File: config.mk
export PLATFORM = sky130hd
export DESIGN_NAME = grant_window
export DESIGN_NICKNAME = d
export VERILOG_FILES = /design/src/rtl/grant_window_pkg.sv /design/src/rtl/gw_out_stage.sv /design/src/rtl/grant_window.sv
export SDC_FILE = /design/constraint.sdc
export NUM_CORES = 1
export LEC_CHECK = 0
export CAP_MARGIN = 15
export CORE_UTILIZATION = 45
export CTS_CLUSTER_DIAMETER = 50
export DETAILED_ROUTE_END_ITERATION = 10
export GPL_TIMING_DRIVEN = 1
export PLACE_DENSITY_LB_ADDON = 0.2
export SETUP_SLACK_MARGIN = 0.4
export SLEW_MARGIN = 10
export SYNTH_ARGS = -nofsm -noshare
export SYNTH_HDL_FRONTEND = slang
export SYNTH_SLANG_ARGS = --single-unit
export TNS_END_PERCENT = 100
File: constraint.sdc
create_clock -name i_ck -period 3.2 [get_ports i_ck]
set_input_delay 0.64 -clock i_ck [delete_from_list [all_inputs] [get_ports i_ck]]
set_output_delay 0.64 -clock i_ck [all_outputs]
set_load 0.02 [all_outputs]
File: src/rtl/grant_window_pkg.sv
// Shared state encoding and default parameters for the grant window block.
// Latency: n/a (types and constants only).  Backpressure: n/a.
package grant_window_pkg;

    typedef enum logic [1:0] {
        GW_IDLE   = 2'd0,
        GW_ACTIVE = 2'd1,
        GW_DRAIN  = 2'd2,
        GW_DONE   = 2'd3
    } ty_GW_STATE;

    localparam int GW_DATA_W_DEF         = 8;
    localparam int GW_LEN_W_DEF          = 4;
    localparam int GW_TIMEOUT_CYCLES_DEF = 16;

endpackage

File: src/rtl/gw_out_stage.sv
// Single-entry output register between granted client and shared sink.
// Latency: 1 cycle from load to out_vld.  Backpressure: holds beat stable until out_rdy.
// The parent loads only when the register is empty or being drained this cycle.
module gw_out_stage #(
    parameter int DATA_W = 8
) (
    input  logic              core_clk,
    input  logic              arst_n,
    input  logic              in_vld,
    input  logic [DATA_W-1:0] in_dat,
    input  logic              out_rdy,
    output logic              out_vld,
    output logic [DATA_W-1:0] out_dat
);

    always_ff @(posedge core_clk or negedge arst_n) begin
        if (!arst_n) begin
            out_vld <= 1'b0;
            out_dat <= '0;
        end else if (in_vld) begin
            out_vld <= 1'b1;
            out_dat <= in_dat;
        end else if (out_vld && out_rdy) begin
            out_vld <= 1'b0;
        end
    end

endmodule

File: src/rtl/grant_window.sv
// Transfer window opened by an arbiter grant; moves a fixed-length burst to the sink, raises o_done.
// Latency: 1 cycle per beat.  Backpressure: o_ready follows sink readiness; optional
// watchdog (GRANT_WINDOW_TIMEOUT_EN) ends a stalled window early with sticky o_timeout.
module grant_window
    import grant_window_pkg::*;
#(
    parameter int DATA_W         = GW_DATA_W_DEF,
    parameter int LEN_W          = GW_LEN_W_DEF,
    parameter int TIMEOUT_CYCLES = GW_TIMEOUT_CYCLES_DEF
) (
    input  logic              i_ck,
    input  logic              i_arstn,
    input  logic              i_grant,
    input  logic [LEN_W-1:0]  i_burstLen,
    input  logic              i_valid,
    input  logic [DATA_W-1:0] i_data,
    output logic              o_ready,
    output logic              o_valid,
    output logic [DATA_W-1:0] o_data,
    input  logic              i_ready,
    output logic              o_done,
    output logic              o_timeout,
    output logic [LEN_W-1:0]  o_beatCount
);

    ty_GW_STATE       state_q, state_d;
    logic [LEN_W-1:0] len_q;
    logic [LEN_W-1:0] cnt_q;
    logic             accept;
    logic             last_beat;
    logic             wd_expire;
    logic             win_open;

    assign win_open  = (state_q == GW_IDLE) && i_grant;
    assign o_ready   = (state_q == GW_ACTIVE) && (!o_valid || i_ready);
    assign accept    = i_valid && o_ready;
    assign last_beat = accept && ((cnt_q + LEN_W'(1)) == len_q);

    assign o_done      = (state_q == GW_DONE);
    assign o_beatCount = cnt_q;

`ifdef GRANT_WINDOW_TIMEOUT_EN
    localparam int WD_W = $clog2(TIMEOUT_CYCLES + 1);

    logic [WD_W-1:0] wd_q;
    logic            timeout_q;

    // Completion in the expiry cycle takes precedence over the watchdog.
    assign wd_expire = (state_q == GW_ACTIVE) && i_grant && !last_beat &&
                       (wd_q == WD_W'(TIMEOUT_CYCLES - 1));

    always_ff @(posedge i_ck or negedge i_arstn) begin
        if (!i_arstn) begin
            wd_q      <= '0;
            timeout_q <= 1'b0;
        end else if (win_open) begin
            wd_q      <= '0;
            timeout_q <= 1'b0;
        end else begin
            if (state_q == GW_ACTIVE) wd_q <= wd_q + WD_W'(1);
            if (wd_expire) timeout_q <= 1'b1;
        end
    end

    assign o_timeout = timeout_q;
`else
    assign wd_expire = 1'b0;
    assign o_timeout = 1'b0;
`endif

    always_ff @(posedge i_ck or negedge i_arstn) begin
        if (!i_arstn) begin
            state_q <= GW_IDLE;
            len_q   <= '0;
            cnt_q   <= '0;
        end else begin
            state_q <= state_d;
            if (win_open) begin
                len_q <= i_burstLen;
                cnt_q <= '0;
            end else if (accept) begin
                cnt_q <= cnt_q + LEN_W'(1);
            end
        end
    end

    // Grant loss dominates every other exit so a revoked window never reports done.
    always_comb begin
        state_d = state_q;
        case (state_q)
            GW_IDLE:   if (i_grant) state_d = (i_burstLen == '0) ? GW_DONE : GW_ACTIVE;
            GW_ACTIVE: begin
                if (!i_grant)                     state_d = GW_IDLE;
                else if (last_beat || wd_expire) state_d = GW_DRAIN;
            end
            GW_DRAIN: begin
                if (!i_grant)                state_d = GW_IDLE;
                else if (!o_valid || i_ready) state_d = GW_DONE;
            end
            GW_DONE:   if (!i_grant) state_d = GW_IDLE;
            default:   state_d = GW_IDLE;
        endcase
    end

    gw_out_stage #(
        .DATA_W (DATA_W)
    ) u_out_stage (
        .core_clk (i_ck),
        .arst_n   (i_arstn),
        .in_vld   (accept),
        .in_dat   (i_data),
        .out_rdy  (i_ready),
        .out_vld  (o_valid),
        .out_dat  (o_data)
    );

endmodule

==> results of run 1 <==
==> layout make-up <==
| type | count | share of cell area [%] |
|---|---|---|
| well taps | 25 | 2.53 |
| multi-input cells | 55 | 31.5 |
| clock buffers | 3 | 1.82 |
| inverters | 1 | 0.303 |
| flip-flops and latches | 19 | 38.4 |
| clock inverters | 1 | 0.404 |
| repair buffers | 31 | 25.1 |
==> worst paths after layout <==
kind | from | to | cells after the start | slack [ns]
max in group asynchronous | i_arstn | u_out_stage.out_dat[7]$_DFFE_PN0P_ | 1 | 1.89
worst max-delay path | i_ready | o_ready | 4 | 0.55
min in group asynchronous | i_arstn | u_out_stage.out_vld$_DFFE_PN0P_ | 1 | 0.81
worst min-delay path | u_out_stage.out_dat[3]$_DFFE_PN0P_ | u_out_stage.out_dat[3]$_DFFE_PN0P_ | 1 | 0.51
worst max register to register | o_beatCount[0]$_DFFE_PN0P_ | state_q[1]$_DFFE_PN0P_ | 5 | 1.59
worst min register to register | u_out_stage.out_dat[3]$_DFFE_PN0P_ | u_out_stage.out_dat[3]$_DFFE_PN0P_ | 1 | 0.51
==> flip-flops by register name, summed over array words and instances, names as in the netlist <==
name / flops
len_q: 4
u_out_stage.out_dat: 8
u_out_stage.out_vld: 1
state_q: 2
o_beatCount: 4
==> routing by layer <==
metal  vias to the layer above  share of wire [%]  wire length [um]  GRT usage [%]
met4                         0               0.79                12           8.82
met3                         2                4.2                64           2.35
met2                        18                 47               714           26.7
met1                       308                 48               725           22.7
li1                        323                  -                 -              -
met5                         -                  0                 0              0
==> worst register-to-register path: stages (launching register included) <==
cell     delay [ns]
dfrtp_1        0.47
ha_1           0.36
xnor2_1        0.17
nand3_1        0.10
nor4_2         0.30
o31a_1         0.17
==> layout by cell type, fill, tap and decap left out, drive strengths merged <==
cell type / n
ha: 1
o31a: 1
inv: 1
clkdlybuf4s50: 31
nand3: 5
nand4b: 1
nand2: 14
nor2: 3
clkbuf: 3
conb: 1
or4: 1
mux2: 8
nand2b: 2
nor3b: 1
xnor2: 4
o21ai: 4
mux2i: 1
clkinv: 1
dfrtp: 19
nor4: 1
and3b: 1
a21o: 1
xor2: 3
and2: 2
==> kinds of logic (layout without fill, tap and decap cells) <==
family	count (synthesis)	count (layout)	share of synthesized area [%]
compound gates	6	6	4.09
xor+xnor	7	7	6.90
fa+ha+maj	1	1	1.41
buf+inv	3	36	2.54
flops	19	19	53.5
mux	9	9	11.3
other cells	1	1	0.422
simple gates	31	31	19.9
==> through the flow <==
step	hold WS [ns]	utilization (%)	area, um^2	worst slack (ns)
after floorplan	0.344	-	888	1.47
after global placement	0.483	67.9	1210	0.572
after detailed placement	0.490	67.9	1210	0.548
after CTS	0.517	69.5	1240	0.541
after global routing	0.532	69.5	1240	0.490
final	0.513	69.5	1240	0.548
==> power breakdown <==
group / leakage [uW] / internal [uW] / total [uW] / switching [uW]
Clock: 0.0000177 / 46.4 / 117 / 70.3
Combinational: 0.000295 / 130 / 240 / 110
Sequential: 0.000235 / 283 / 314 / 31.7
Total: 0.000548 / 459 / 671 / 212
==> results by group, run 1 <==
Run status
  – Status: finished, final reports clean

CTS
  – Root Buffer: clkbuf_4
  – Clock tree buffer depth: 2
  – H-tree levels: 1
  – Post-CTS Setup Repair Bufs: 0
  – Number of hold buffers added after cts: 0
  – CTS buffer count: 3
  – CTS tree: built
  – Clk sinks: 19
  – Resized cells post-CTS: 0
  – Latest clock arrival within the worst-skew pair: 0.29 ns
  – Clock-pin slew on the worst setup and hold paths: 0.10 ns

STA
  – Peak Freq: 0.377 GHz
  – Setup TNS: 0 ns
  – Least-Margin Pin Slew: 0.812 ns
  – Crit share post-route: 82.9%
  – RSZ-0062 raised after global routing: false
  – Layout Skew: 0.00457 ns
  – Final hold violation count: 0
  – Rel. slew slack: 45.7%
  – Max Slew Vio Count: 0
  – Tmin final: 2.65 ns
  – Finish-stage setup viols: 0

Place
  – DP HPWL: 1140 um
  – RePlAce Congestion: 0.753
  – Placed Instances: 131
  – Port bufs: 31

Yosys
  – Register area share after synthesis: 53.5%
  – Most frequent cells after synthesis: dfrtp_1, nand2_1, mux2_2
  – Dominant cell type by area after synthesis: dfrtp_1
  – Post-synth net total: 95
  – Asr flop ratio synth: 100%
  – Area contributors post-synth: dfrtp_1, mux2_2, nand2_1, xnor2_1, xor2_1
  – Most common cell in the synthesized netlist: dfrtp_1
  – Mapped Cells: 77
  – Predominant post-synthesis flop cell: dfrtp_1
  – Mean post-synth cell area: 11.5 um^2
  – Distinct cells, synth: 24
  – Number of synthesized flops with an enable pin: 0
  – Share of Yosys cell area claimed by the top area cell type: 53.5%
  – Netlist Area Pre-Place: 888 um^2
  – FF+latch count, synth: 19
  – Synth Warn #: 0

Global route
  – Total gr overflow: 0
  – Largest net degree at the start of global routing: 20
  – Total GRT Usage: 17.0%
  – Initial antenna violation count: 0
  – First-pass GRT wire length: 2550 um
  – Vias in the first global route: 615

Routing
  – Drt first pass iters: 6
  – Avg WL per Cell: 11.2 um
  – DRT iter0 DRCs: 5
  – Routed WL: 1520 um
  – DRC: 0
  – Vias per cell: 4.82
  – Via count: 651
  – Antenna viol nets, final: 0

Hold path
  – Hold Crit Class: reg -> reg

Critical path
  – Critical Path RT: 2.56 ns
  – CP Launch Type: primary input
  – CP endpoint kind: output pin
  – Most frequent CP cell: clkdlybuf4s50_1
  – CP max stage cell: clkdlybuf4s50_1
  – CP bufs+invs: 2
  – Crit path kind: in -> out
  – Highest net fanout along the worst path: 4
  – Worst Path Arrival: 2.01 ns
  – Delay-heaviest family, CP: buffers and inverters
  – Crit-path max cell delay: 0.59 ns
  – Crit-path cells: clkdlybuf4s50_1, nand2b_2, and3b_1, clkdlybuf4s50_1

Power
  – Maximum VDD drop: 0.000402 V
  – Pwr/cell area: 542 mW/mm^2
  – Leakage: 0.000548 uW
  – Total Power: 671 uW

Floorplan
  – Die width: 46.4 um
  – Starting density of the core: 49.8%
  – Number of I/O pins: 33
  – Placement Rows: 15
  – DIE HEIGHT: 46.4 um
  – Die ar.: 0.00216 mm^2
  – Core Area: 0.00178 mm^2

Finish
  – Register area: 475 um^2
  – Antenna cells: 0
  – Non-Filler Instances: 135
  – Layout cell share with drive strength beyond 1: 13.6%
  – Layout area overhead: 39.4%
  – Final net count: 129
  – Fillers: 147
  – Multi-input gate area: 390 um^2

Run
  – Max-cap violations: 0
(Power assumes the default switching activity.)
==> inputs of run 2 (changes only) <==
- CORE_UTILIZATION: 45 -> 38
- clock period: 3.2 -> 2.13 ns (I/O delays scaled with it)
==> results by group, run 2 (same netlist as run 1, synthesis figures left out) <==
Finish
  – Multi-input gate area: 404 um^2 (was 390 um^2)
  – Flip-flop count of the largest register after layout: 8 (unchanged)
  – Fillers: 208 (was 147)
  – Layout cell share with drive strength beyond 1: 18.3% (was 13.6%)
  – Layout area overhead: 46.1% (was 39.4%)
  – Register area: 477 um^2 (was 475 um^2)
  – Fin util: 58.7% (was 69.5%)
  – Commonest non-fill, non-tap cell in the layout: clkdlybuf4s50_1 (unchanged)
  – Antenna cells: 0 (unchanged)
  – Largest reg by FF count: u_out_stage.out_dat (unchanged)
  – Final net count: 134 (was 129)
  – Commonest non-fill, non-tap cells in the layout: clkdlybuf4s50_1, dfrtp_1, nand2_1 (unchanged)

CTS
  – CTS buffer count: 3 (unchanged)
  – Root Buffer: clkbuf_4 (unchanged)
  – Latest clock arrival within the worst-skew pair: 0.29 ns (about the same)
  – Number of hold buffers added after cts: 0 (unchanged)
  – Clk sinks: 19 (unchanged)
  – H-tree levels: 1 (unchanged)
  – CTS tree: built (unchanged)
  – Clock-pin slew on the worst setup and hold paths: 0.10 ns (about the same)
  – Clock tree buffer depth: 2 (unchanged)

Hold path
  – Hold Crit Class: in -> async (was reg -> reg)

Global route
  – First-pass GRT wire length: 3080 um (was 2550 um)
  – Largest net degree at the start of global routing: 20 (unchanged)
  – Total GRT Usage: 16.4% (was 17.0%)
  – Initial antenna violation count: 0 (unchanged)
  – Vias in the first global route: 725 (was 615)
  – Total gr overflow: 0 (unchanged)

Floorplan
  – Core Area: 0.00221 mm^2 (was 0.00178 mm^2)
  – Die ar.: 0.00254 mm^2 (was 0.00216 mm^2)
  – DIE HEIGHT: 50.4 um (was 46.4 um)
  – Die width: 50.4 um (was 46.4 um)
  – Placement Rows: 17 (was 15)
  – Starting density of the core: 40.2% (was 49.8%)
  – Number of I/O pins: 33 (unchanged)

Place
  – DP HPWL: 1320 um (was 1140 um)
  – Dpl ws: -0.0234 ns (was 0.548 ns)
  – Port bufs: 31 (unchanged)
  – RePlAce Congestion: 0.765 (was 0.753)

Critical path
  – CP endpoint kind: output pin (unchanged)
  – Worst Path Arrival: 1.28 ns (was 2.01 ns)
  – Highest net fanout along the worst path: 2 (was 4)
  – Critical Path RT: 1.70 ns (was 2.56 ns)
  – Flop2flop setup slack: 0.54 ns (was 1.59 ns)
  – Worst R2R Start: o_beatCount[0]$_DFFE_PN0P_ (unchanged)
  – Crit path kind: in -> out (unchanged)
  – CP Launch Type: primary input (unchanged)
  – Reg-to-reg endpoint: state_q[1]$_DFFE_PN0P_ (unchanged)
  – Crit path from: i_ready (unchanged)
  – FF-to-FF path depth: 5 (unchanged)

Power
  – Combinational share of power: 36.0% (was 35.7%)
  – Clock Power Share: 17.5% (was 17.4%)
  – Pwr/cell area: 782 mW/mm^2 (was 542 mW/mm^2)
  – Total net switching power: 326 uW (was 212 uW)
  – Maximum VDD drop: 0.000471 V (was 0.000402 V)
  – P_int: 689 uW (was 459 uW)
  – Switch share: 32.1% (was 31.5%)
  – Sequential share of power: 46.5% (was 46.9%)
  – Leakage: 0.000646 uW (was 0.000548 uW)

STA
  – Layout Skew: 0.000858 ns (was 0.00457 ns)
  – Max Slew Vio Count: 0 (unchanged)
  – Setup ws final: 0.427 ns (was 0.548 ns)
  – Crit share post-route: 80.0%
  – Peak Freq: 0.587 GHz
  – RSZ-0062 raised after global routing: true (was false)
  – Finish-stage setup viols: 0 (unchanged)
  – Final hold violation count: 0 (unchanged)
  – Tmin final: 1.70 ns

Routing
  – Routed WL: 1740 um (was 1520 um)
  – Vias per cell: 4.88 (was 4.82)
  – Antenna viol nets, final: 0 (unchanged)
  – DRT iter0 DRCs: 4 (was 5)
  – DRC: 0 (unchanged)
  – Drt first pass iters: 4 (was 6)
  – Via count: 698 (was 651)
  – Avg WL per Cell: 12.2 um (was 11.2 um)

Run
  – Max-cap violations: 0 (unchanged)

Run status
  – Status: finished, final reports clean (unchanged)
run 2: worst max-delay path by stage:
| stage | endpoint | cells past startpoint | slack (ns) |
|---|---|---|---|
| after global routing | o_ready | 4 | 0.38 |
| final | o_ready | 4 | 0.43 |
| after floorplan | state_q[1]$_DFFE_PN0P_ | 5 | 0.56 |
| after global placement | o_ready | 4 | -0.02 |
| after detailed placement | o_ready | 4 | -0.02 |
| after CTS | o_ready | 4 | 0.23 |
run 2: worst max-delay path: stages:
cell,delay (ns)
clkdlybuf4s50_1,0.45
nand2b_4,0.11
and3b_1,0.16
buf_4,0.13
run 2: per-layer routing:
layer	global-route usage, %	wire length [um]
met1	19.3	752
met2	28.0	868
met3	5.15	121
met4	5.56	0
met5	0	0
run 2: repair_timing:
action,4_1_cts,5_1_grt
setup endpoints to repair,6,8
gates resized for setup,7,11
cloned,0,0
setup buffers,0,2
run 2: area by class of cell:
class / count / area share, %
clock buffers: 4 / 2.03
well taps: 28 / 2.70
inverters: 1 / 0.289
repair buffers: 36 / 27.1
flip-flops and latches: 19 / 36.7
multi-input cells: 55 / 31.1
run 2: through the flow:
stage / area, um^2 / hold WS, ns / instances / TNS [ns] / total power, uW
2_1_floorplan: 888 / 0.130 / 77 / 0 / 678
3_3_place_gp: 1240 / 0.480 / 137 / -0.0155 / 844
3_5_place_dp: 1240 / 0.490 / 137 / -0.0234 / 852
4_1_cts: 1260 / 0.463 / 141 / 0 / 1020
5_1_grt: 1300 / 0.483 / 143 / 0 / 1080
6_report: 1300 / 0.459 / 143 / 0 / 1010
run 2: power by group through the flow:
| stage | clock, uW | combinational (uW) | sequential, uW |
|---|---|---|---|
| after floorplan | 0 | 140 | 538 |
| after global placement | 0 | 366 | 478 |
| after detailed placement | 0 | 372 | 481 |
| after CTS | 188 | 362 | 473 |
| after global routing | 196 | 398 | 481 |
| final | 178 | 365 | 472 |
